<file path="config.mk">
export PLATFORM = sky130hd
export DESIGN_NAME = if_stage_flat
export DESIGN_NICKNAME = d
export VERILOG_FILES = /design/src/rtl/if_stage_pkg.sv /design/src/rtl/if_stage_if.sv /design/src/rtl/if_stage_if_id_reg.sv /design/src/rtl/if_stage.sv /design/src/flat_wrapper.sv
export SDC_FILE = /design/constraint.sdc
export NUM_CORES = 1
export LEC_CHECK = 0
export ABC_CLOCK_PERIOD_IN_PS = 5940
export BUFFER_PORTS_ARGS = -buffer_cell sky130_fd_sc_hd__clkbuf_2
export CAP_MARGIN = 20
export CORE_MARGIN = 5
export CORE_UTILIZATION = 50
export CTS_BUF_LIST = sky130_fd_sc_hd__clkbuf_8
export CTS_CLUSTER_SIZE = 16
export DETAILED_ROUTE_END_ITERATION = 10
export PLACE_DENSITY = 0.78
export SETUP_SLACK_MARGIN = 0.4
export SLEW_MARGIN = 10
export SYNTH_ARGS = -nofsm -noshare
export SYNTH_HDL_FRONTEND = slang
export SYNTH_SLANG_ARGS = --single-unit
</file>
<file path="constraint.sdc">
create_clock -name clk -period 5.94 [get_ports clk]
set_input_delay 0.297 -clock clk [delete_from_list [all_inputs] [get_ports clk]]
set_output_delay 0.297 -clock clk [all_outputs]
set_load 0.03 [all_outputs]
</file>
<file path="src/rtl/if_stage_pkg.sv">
// Shared pipeline constants and the IF/ID bundle type.
// Provides reset PC, bubble encoding, word size and alignment helper.
package if_stage_pkg;

   localparam logic [31:0] RESET_PC_DEF  = 32'h0000_0000;
   localparam logic [31:0] NOP_INSTR_DEF = 32'h0000_0000;
   localparam logic [31:0] WORD_BYTES    = 32'd4;

   typedef struct packed {
      logic [31:0] ir;
      logic [31:0] pc4;
      logic        valid;
   } if_id_t;

   function automatic logic [31:0] align_word(
      input logic [31:0] a
   );
      return {a[31:2], 2'b00};
   endfunction

endpackage

</file>
<file path="src/rtl/if_stage_if.sv">
// Instruction-memory fetch bus.
// pc: fetch address (master drives), ir: instruction word (slave drives).
interface if_stage_if;

   logic [31:0] pc;
   logic [31:0] ir;

   modport master (output pc, input ir);
   modport slave  (input pc, output ir);

endinterface

</file>
<file path="src/rtl/if_stage_if_id_reg.sv">
// IF/ID pipeline register with hold (enable low) and flush.
// Ports: clk, reset (async, high), i_en, i_flush, i_d -> o_q.
module if_id_reg
   import if_stage_pkg::*;
#(
   parameter logic [31:0] NOP_INSTR = NOP_INSTR_DEF
) (
   input  logic   clk,
   input  logic   reset,
   input  logic   i_en,
   input  logic   i_flush,
   input  if_id_t i_d,
   output if_id_t o_q
);

   if_id_t r_q;

   // Flush keeps pc4 so the last real return address is preserved.
   always_ff @(posedge clk or posedge reset) begin
      if (reset) begin
         r_q <= '{ir: NOP_INSTR, pc4: '0, valid: 1'b0};
      end else if (i_flush) begin
         r_q.ir    <= NOP_INSTR;
         r_q.valid <= 1'b0;
      end else if (i_en) begin
         r_q <= i_d;
      end
   end

   assign o_q = r_q;

endmodule

</file>
<file path="src/rtl/if_stage.sv">
// Instruction fetch stage: PC register, redirect/stall, fault, count.
// Ports: clk, reset, imem (pc out / ir in), stall, redirect,
// redirect_target, if_id_ir/pc4/valid, fetch_fault, fetch_count.
module if_stage
   import if_stage_pkg::*;
#(
   parameter logic [31:0] RESET_PC   = RESET_PC_DEF,
   parameter int          IMEM_WORDS = 128,
   parameter logic [31:0] NOP_INSTR  = NOP_INSTR_DEF
) (
   input  logic              clk,
   input  logic              reset,
   if_stage_if.master        imem,
   input  logic              stall,
   input  logic              redirect,
   input  logic [31:0]       redirect_target,
   output logic [31:0]       if_id_ir,
   output logic [31:0]       if_id_pc4,
   output logic              if_id_valid,
   output logic              fetch_fault,
   output logic [31:0]       fetch_count
);

   localparam logic [29:0] LP_WORDS = IMEM_WORDS[29:0];

   logic [31:0] r_pc;
   logic        r_fault;
   logic [31:0] r_count;

   logic [31:0] w_pc4;
   logic        w_oob;
   logic        w_adv;
   if_id_t      w_d;
   if_id_t      w_q;

   assign w_pc4 = r_pc + WORD_BYTES;
   assign w_oob = (r_pc[31:2] >= LP_WORDS);
   assign w_adv = ~redirect & ~stall;

   // Out-of-range fetch becomes a bubble rather than a real instr.
   always_comb begin
      w_d.ir    = w_oob ? NOP_INSTR : imem.ir;
      w_d.pc4   = w_pc4;
      w_d.valid = ~w_oob;
   end

   if_id_reg #(
      .NOP_INSTR (NOP_INSTR)
   ) u_if_id (
      .clk     (clk),
      .reset   (reset),
      .i_en    (w_adv),
      .i_flush (redirect),
      .i_d     (w_d),
      .o_q     (w_q)
   );

   // Redirect wins over stall; fault is sticky until reset.
   always_ff @(posedge clk or posedge reset) begin
      if (reset) begin
         r_pc    <= RESET_PC;
         r_fault <= 1'b0;
         r_count <= '0;
      end else if (redirect) begin
         r_pc <= align_word(redirect_target);
         if (redirect_target[1:0] != 2'b00) begin
            r_fault <= 1'b1;
         end
      end else if (!stall) begin
         r_pc <= w_pc4;
         if (w_oob) begin
            r_fault <= 1'b1;
         end else begin
            r_count <= r_count + 32'd1;
         end
      end
   end

   assign imem.pc     = r_pc;
   assign if_id_ir    = w_q.ir;
   assign if_id_pc4   = w_q.pc4;
   assign if_id_valid = w_q.valid;
   assign fetch_fault = r_fault;
   assign fetch_count = r_count;

endmodule

</file>
<file path="src/flat_wrapper.sv">
// flat-port wrapper written by rule: the top's interface ports become plain ports
module if_stage_flat import if_stage_pkg::*;
#(
   parameter logic [31:0] RESET_PC   = RESET_PC_DEF,
   parameter int          IMEM_WORDS = 128,
   parameter logic [31:0] NOP_INSTR  = NOP_INSTR_DEF
)
  (clk, reset, stall, redirect, redirect_target, if_id_ir, if_id_pc4, if_id_valid, fetch_fault, fetch_count, imem_pc, imem_ir);
  if_stage_if imem_i ();
  input  logic clk;
  input  logic reset;
  input  logic stall;
  input  logic redirect;
  input  logic [31:0] redirect_target;
  output logic [31:0] if_id_ir;
  output logic [31:0] if_id_pc4;
  output logic if_id_valid;
  output logic fetch_fault;
  output logic [31:0] fetch_count;
  output wire logic [$bits(imem_i.pc)-1:0] imem_pc;
  input wire logic [$bits(imem_i.ir)-1:0] imem_ir;
  assign imem_pc = imem_i.pc;
  assign imem_i.ir = imem_ir;
  if_stage #(.RESET_PC(RESET_PC), .IMEM_WORDS(IMEM_WORDS), .NOP_INSTR(NOP_INSTR)) u_core (.clk(clk), .reset(reset), .imem(imem_i), .stall(stall), .redirect(redirect), .redirect_target(redirect_target), .if_id_ir(if_id_ir), .if_id_pc4(if_id_pc4), .if_id_valid(if_id_valid), .fetch_fault(fetch_fault), .fetch_count(fetch_count));
endmodule
</file>
==> run metrics <==
outcome finished, final reports clean; Die Height 124 µm; Clock Tree Buf Depth 2; critical path capture point type flop; Max IR drop VDD 0.154 mV; final hold slack 0.0726 ns; Post-Syn Area 0.00644 mm²; hold_sp redirect_target[6]; Hold Crit Class input pin to flop; initial antenna violation count 0; Syn Area/Cell between 9 and 10 µm²; # fillers 1165; gr usage total 0.229; post-place setup slack 3.03 ns; P per Cell Area 266 mW/mm²; met2 wire len 8210 µm; largest net degree at the start of global routing slightly above 80; Yosys warnings 0; reg2reg start u_core.imem.pc[19]; WL/cell 16.4 µm; initial core utilization 0.511; Worst Hold End u_core.imem.pc[6]; hold path cells 3; post-layout util 0.622; final hold vios 0; DP HPWL around 12000 µm; worst-margin pin slew between 0.9 and 1 ns; Worst EP arrival 2.96 ns; Sequential cell area approximately 0.0032 mm²; max layer used met4; Non-Filler Instances between 1000 and 1500; max cap viols 0; M1 wire length 7270 µm; sum of negative setup slack 0 ns; H-tree Lvls 4; worst skew pair latency 0.43 ns; crit path kind flop to flop; Vias ~5500; Multi-input gate area 0.00303 mm²; sequential fraction of the synthesis area 0.489; post-detailed-route via-to-cell ratio 5.34; Core Area approximately 0.013 mm²; First DRT Iteration DRCs 558; Min Clock Period, post-route 2.64 ns; final worst-path cycle share 0.445; critical path peak fanout 14; R2R Path End u_core.fetch_count[1]; DRC errors left 0; CTS tree done; layout cells sized above 1 0.295; die area 0.0153 mm²; clock skew ~0.0089 ns; commonest non-fill, non-tap cell in the layout clkbuf_2; # placed instances 998; Final WS setup 3.30 ns; total gr overflow 0; most frequent cells in the layout clkbuf_2 (192), dfrtp_1 (126), nand2_1 (107); critical path startpoint category flop; row count 41; CP Data Required Time 6.25 ns; Pins Over Slew Limit 0; Synth Register Bits 126; WL final 16900 µm; Antenna Cells 0; Final GP Congestion approximately 0.86; Register-to-Register Setup Slack 3.30 ns; Root Driver clkbuf_8; Distinct cells, synth 39; Rel. slew slack 0.366; nets slightly above 900; Layout area overhead 21.8%; RSZ-0062 raised after global routing no; Final ANT Viol Nets 0; first-pass GRT wire length around 27000 µm; die width 124 µm; port buffer count 193; clock sinks between 100 and 150; # setup viols final 0; clk slew on worst S/H paths around 0.07 ns; met3 routed WL 1120 µm; Max Freq 378 MHz; io pins 198; Pleak ~3.6 nW; vias in the first global route about 5300; Initial DRT Pass Iterations 5; Worst R2R Path Depth 5; post-cts sizing count 0; CTS Buf Count 17; Syn Inst Count 677
==> worst max-delay path, cell delays in order (launching register included) <==
cell and delay (ns):
dfrtp_1 0.57, nor4_2 0.34, nand2_1 0.24, or3_1 0.73, nor2_1 0.28, mux2_2 0.35
==> metrics by stage <==
step | instance area (µm²) | power (mW)
after global routing | 7850 | 2.18
after CTS | 7850 | 2.11
after floorplan | 6460 | 1.22
after detailed placement | 7430 | 1.34
final | 7850 | 2.09
after global placement | 7430 | 1.33
==> synth_stat cells (all sizes together) <==
library cell | n | area [µm²]
or4 | 2 | 18.8
and2 | 1 | 6.26
and4 | 6 | 52.6
buf | 18 | 130
nand4 | 29 | 188
nor4 | 18 | 189
or2 | 1 | 6.26
nor3 | 20 | 150
nor2b | 1 | 6.26
mux2 | 3 | 33.8
xnor2 | 52 | 455
ha | 3 | 37.5
o21ai | 58 | 290
inv | 6 | 22.5
dfrtp | 126 | 3150
conb | 1 | 3.75
nand4b | 2 | 17.5
or3 | 1 | 6.26
nand3b | 32 | 240
nand3 | 35 | 175
and3 | 16 | 100
xor2 | 36 | 315
nor2 | 33 | 124
mux2i | 2 | 20.0
clkbuf | 34 | 128
nand2 | 108 | 408
a21oi | 32 | 160
o21a | 1 | 7.51
==> logic make-up (layout without fill, tap and decap cells) <==
family	after synthesis	after routing	share of synthesized area
flip-flops	126	126	0.489
buffers and inverters	58	237	0.0435
AO/OA/AOI/OAI	91	91	0.0711
XOR/XNOR	88	88	0.120
AND/OR/NAND/NOR	305	305	0.262
multiplexers	5	5	0.00835
other	1	4	0.000582
adder cells (fa/ha/maj)	3	3	0.00582
==> what timing repair did <==
action | in CTS | in global routing
endpoints found under the hold margin | 51 | 0
hold buffers | 1 | 0
setup buffers | 0 | 0
endpoints found under the setup margin | 0 | 0
==> per-layer routing <==
| layer | vias up | global-route usage |
|---|---|---|
| met5 | - | 0 |
| met4 | 0 | 0.0734 |
| met3 | 21 | 0.0503 |
| met2 | 198 | 0.365 |
| met1 | 2628 | 0.312 |
| li1 | 2663 | - |
==> layout make-up <==
cell class,count,share of cell area
Clock buffer,24,0.0421
Clock inverter,8,0.0110
Timing Repair Buffer,199,0.129
Tap cell,172,0.0274
Sequential cell,126,0.402
Multi-Input combinational cell,496,0.386
Inverter,6,0.00319
==> power breakdown <==
| part | total, mW | switching, mW | internal, mW |
|---|---|---|---|
| sequential | 0.985 | 0.0735 | 0.911 |
| combinational | 0.336 | 0.231 | 0.105 |
| clock | 0.769 | 0.323 | 0.446 |
| total | 2.09 | 0.628 | 1.46 |
==> registers in the layout (all words and copies together) (netlist names) <==
name / flops
u_core.fetch_count: 32
u_core.fetch_fault: 1
u_core.imem.pc: 30
u_core.u_if_id.o_q: 63
==> worst max-delay path by stage <==
| stage | start | to | slack [ns] | cells past startpoint |
|---|---|---|---|---|
| finish | u_core.imem.pc[19] | u_core.fetch_count[1] | 3.30 | 5 |
| global route | u_core.imem.pc[19] | u_core.fetch_count[1] | 3.17 | 5 |
| CTS | u_core.imem.pc[19] | u_core.fetch_count[1] | 3.32 | 5 |
| detailed placement | redirect | u_core.fetch_count[1] | 3.03 | 6 |
| global placement | redirect | u_core.fetch_count[1] | 3.04 | 6 |
| floorplan | reset | u_core.fetch_count[0] | 2.29 | 1 |
(Power assumes the default switching activity.)
